### config.mk
export PLATFORM = sky130hd
export DESIGN_NAME = reg_file
export DESIGN_NICKNAME = d
export VERILOG_FILES = /design/src/rtl/reg_file.sv
export SDC_FILE = /design/constraint.sdc
export NUM_CORES = 2
export LEC_CHECK = 0
export CELL_PAD_IN_SITES_DETAIL_PLACEMENT = 0
export CELL_PAD_IN_SITES_GLOBAL_PLACEMENT = 1
export CORE_ASPECT_RATIO = 1.2
export CORE_MARGIN = 3
export CORE_UTILIZATION = 55
export CTS_CLUSTER_SIZE = 25
export DETAILED_ROUTE_END_ITERATION = 7
export PLACE_DENSITY_LB_ADDON = 0.1
export REMOVE_ABC_BUFFERS = 1
export SLEW_MARGIN = 40
export SYNTH_ARGS = -nofsm -noshare
export SYNTH_HDL_FRONTEND = slang
export SYNTH_SLANG_ARGS = --single-unit
### constraint.sdc
create_clock -name clk -period 8.1 [get_ports clk]
set_input_delay 2.43 -clock clk [delete_from_list [all_inputs] [get_ports clk]]
set_output_delay 2.43 -clock clk [all_outputs]
set_load 0.02 [all_outputs]
### src/rtl/reg_file.sv
// reg_file: 32 x 32-bit general-purpose register file for the ID stage.
// Two combinational read ports (rs/rt operands) and one write port driven by WB.
// Register 0 is hardwired to zero and has no storage.
// There is no write-through: a read of the register being written returns the
// pre-edge value. WB->ID forwarding is the ID stage's job.
module reg_file #(
    parameter int DATA_W = 32,
    parameter int ADDR_W = 5
) (
    input  logic              clk,
    input  logic              rst_n,
    input  logic              we,
    input  logic [ADDR_W-1:0] ra1,
    input  logic [ADDR_W-1:0] ra2,
    input  logic [ADDR_W-1:0] wa,
    input  logic [DATA_W-1:0] wd,
    output logic [DATA_W-1:0] rd1,
    output logic [DATA_W-1:0] rd2
);

    localparam int DEPTH = 1 << ADDR_W;

    // Storage exists only for registers 1..DEPTH-1. Every entry has to clear on
    // an asynchronous reset, so this cannot map onto block RAM and is built from
    // flops instead.
    logic [DATA_W-1:0] regs_reg [1:DEPTH-1];

    // One-hot write select. Address 0 has no select line, which discards any
    // write to it.
    logic [DEPTH-1:1] wr_sel;

    generate
        for (genvar gi = 1; gi < DEPTH; gi++) begin : g_reg
            assign wr_sel[gi] = we && (wa == ADDR_W'(gi));

            // Per-register storage: async clear, then load on a selected write.
            always_ff @(posedge clk or negedge rst_n) begin
                if (!rst_n) begin
                    regs_reg[gi] <= '0;
                end else if (wr_sel[gi]) begin
                    regs_reg[gi] <= wd;
                end
            end
        end
    endgenerate

    // Read port 1: zero-latency mux. Address 0 reads as constant zero.
    always_comb begin
        rd1 = '0;
        if (ra1 != '0) begin
            rd1 = regs_reg[ra1];
        end
    end

    // Read port 2: identical to port 1, driven by ra2.
    always_comb begin
        rd2 = '0;
        if (ra2 != '0) begin
            rd2 = regs_reg[ra2];
        end
    end

endmodule

==> flow_summary_export.csv <==
group,metric,value,unit
run_status,status,"complete, no violations",
power_and_ir_drop,p_comb_share,21.4,%
finish,largest_reg_flops,992,
sta,min_period_over_period,92.6,%
placement,gp_congestion,0.850,
placement,dp_hpwl,98.8,mm
worst_setup_path,crit_family,"buffers and inverters",
worst_setup_path,crit_chain,"buf_8 -> nor2b_4 -> a221oi_1 -> a2111oi_0 -> or3_1 -> clkdlybuf4s50_1",
worst_setup_path,required,5.67,ns
clocking,holdBufCountCts,0,
sta,fin_crit,7.50,ns
power_and_ir_drop,vdd_drop_max,198,uV
global_routing,overflow,0,
power_and_ir_drop,p_switching,4.06,mW
yosys,avgSynthCellArea,15.0,um2
route,postRouteAntennaNets,0,
clocking,clock_latency,0.68,ns
floorplanning,die_h,348,um
worst_setup_path,crit_type,"input pin to primary output",
placement,port_buffers,113,
yosys,yosysWarnings,0,
clocking,clock_path_buffers,3,
power_and_ir_drop,pwr-share-seq,44.5,%
power_and_ir_drop,power.share.switching,27.1,%
route,via_per_inst,7.03,
power_and_ir_drop,powerDensity,250,nW/um2
floorplanning,core,95900,um2
route,drc_errors,0,
worst_setup_path,cp_slowest_cell,"nor2b_4",
sta,setup_violations,0,
yosys,yosysSeqAreaShare,46.4,%
clocking,cts_tree,"done",
global_routing,grt_pass1_vias,36658,
yosys,synth_edf_count,0,
floorplanning,rows,124,
clocking,postCtsSetupBuffers,0,
yosys,synth_ff_type,"dfrtp_1",
route,drtPass1Iterations,7,
global_routing,track_usage,33.1,%
yosys,yosysTopAreaCellShare,46.4,%
power_and_ir_drop,leakage,25.9,nW
clocking,cts_buffers,105,
finish,area_delta_synth_final,11.8,%
yosys,synth.cell_area,53500,um2
worst_setup_path,crit_buf_inv,2,
global_routing,grt_antenna_before_repair,9,
job,drv_cap,0,
sta,maxSlewHeadroom,38.8,%
sta,fmax,133,MHz
yosys,synth_area_leader_cell,"dfrtp_1",
route,vias,34260,
sta,fin_skew,0,ns
floorplanning,io_pins,114,
sta,setup_tns,0,ns
worst_setup_path,end_kind,"primary output",
power_and_ir_drop,p_int,10.9,mW
sta,finalHoldViolCount,0,
finish,seq_area,24800,um2
worst_setup_path,cp_max_fo,26,
finish,fillerInstances,7118,
clocking,clock-sinks,992,
floorplanning,die_area,101000,um2
yosys,ys_ff_latch,992,
min_path,hold_path_class,"flip-flop to flip-flop",
route,first_iter_violations,2983,
clocking,cts_resized,0,
clocking,htreeDepth,3,
global_routing,grt_max_degree,111,
route,routedWlPerCell,34.3,um
clocking,root_buffer,"clkbuf_16",
route,wl,167,mm
yosys,syn_inst,3556,
floorplanning,start_util,55.8,%
clocking,clkTransAtPathRegs,0.06,ns
yosys,synthTopCellsByArea,"dfrtp_1 (46%), mux2_2 (21%), mux4_2 (18%), mux2i_1 (3.9%), buf_2 (1.3%)",
power_and_ir_drop,pwr-share-clk,34.1,%
yosys,yosysUniqueCellTypes,44,
finish,finalNetCount,3578,
floorplanning,chipWidth,291,um
finish,multiInputGateArea,26900,um2
yosys,ys_async_sr_fraction,100,%
sta,slew_viol_final,0,
global_routing,grt_pass1_wl,248,mm
finish,drive_gt1_share,51.2,%
sta,rsz0062_at_grt,"no",
sta,tightest_slew,0.916,ns
worst_setup_path,cp-start-kind,"input pin",
worst_setup_path,crit_arrival,5.07,ns
worst_setup_path,max_stage_delay,0.69,ns
sta,timing.hold.ws,0.508,ns
[synth_stat cells, types with 11 or more instances]
master,n
a221o_1,19
a221oi_1,43
a22oi_1,42
buf_1,35
buf_2,144
buf_4,32
clkbuf_1,167
dfrtp_1,992
mux2_1,37
mux2_2,1018
mux2i_1,206
mux4_2,432
nand2_1,32
nand2b_1,25
nand3_1,30
nor2_1,59
nor2b_1,47
nor3_1,41
o211ai_1,16
o22a_1,16
o31a_1,35
or3_1,11
[path summary, 6_finish.rpt]
path	slack (ns)	to	startpoint	cells after the start
worst max-delay path	0.60	rd2[11]	ra2[0]	6
worst min-delay path	0.51	regs_reg[669]	regs_reg[669]	1
worst max register to register	7.27	regs_reg[617]	regs_reg[617]	1
worst min register to register	0.51	regs_reg[669]	regs_reg[669]	1
max in group asynchronous	4.52	regs_reg[709]	rst_n	5
min in group asynchronous	1.68	regs_reg[713]	rst_n	1
[metrics by stage]
step	total power [mW]	cells	area, um2	utilization (%)	worst slack, ns
4_1_cts	15.0	4870	59800	62.4	0.594
5_1_grt	15.6	4873	59800	62.4	0.546
6_report	15.0	4874	59800	62.4	0.597
3_5_place_dp	9.91	4679	56200	58.6	0.597
3_3_place_gp	9.67	4662	55800	58.2	0.561
2_1_floorplan	8.66	3165	51600	-	1.08
[power groups by stage]
stage / clock network [mW] / registers (mW) / logic (mW)
floorplan: 0 / 6.44 / 2.22
global placement: 0 / 6.59 / 3.09
detailed placement: 0 / 6.71 / 3.20
CTS: 5.18 / 6.63 / 3.22
global route: 5.39 / 6.77 / 3.42
finish: 5.10 / 6.67 / 3.20
[routing by layer]
layer | vias up | wire (um) | global-route usage, %
met3 | 353 | 13600 | 7.22
met2 | 1481 | 80300 | 53.4
met4 | 12 | 5680 | 11.2
met1 | 18754 | 67500 | 44.9
met5 | - | 88 | 0
li1 | 13660 | - | -
[logic make-up after synthesis]
family                 after synthesis  synth area share (%)
AO/OA/AOI/OAI                      202                  3.15
flip-flops                         992                  46.4
multiplexers                      1693                  44.3
AND/OR/NAND/NOR                    267                  2.57
buffers and inverters              402                  3.59
[placed cells by master (no fill, tap or decap), types with 26 or more instances in the layout]
| cell type | netlist | final |
|---|---|---|
| buf_4 | 32 | 94 |
| mux4_2 | 432 | 432 |
| nor2_1 | 59 | 45 |
| dfrtp_1 | 992 | 992 |
| clkbuf_16 | 0 | 109 |
| mux2_2 | 1018 | 1018 |
| o31a_1 | 35 | 35 |
| clkdlybuf4s50_1 | 0 | 64 |
| clkbuf_1 | 167 | 26 |
| a221oi_1 | 43 | 43 |
| buf_2 | 144 | 35 |
| nor3_1 | 41 | 38 |
| nand3_1 | 30 | 29 |
| mux2i_1 | 206 | 206 |
| nor2b_1 | 47 | 43 |
| buf_12 | 2 | 34 |
| mux2_1 | 37 | 37 |
| a22oi_1 | 42 | 42 |
[layout make-up]
| class | instances | area share [%] |
|---|---|---|
| inverters | 11 | 0.0691 |
| multi-input cells | 2162 | 45.1 |
| flip-flops and latches | 992 | 41.5 |
| diodes | 2 | 0.00837 |
| well taps | 1260 | 2.64 |
| clock buffers | 156 | 5.21 |
| clock inverters | 35 | 0.868 |
| repair buffers | 256 | 4.62 |
(Power assumes the default switching activity.)
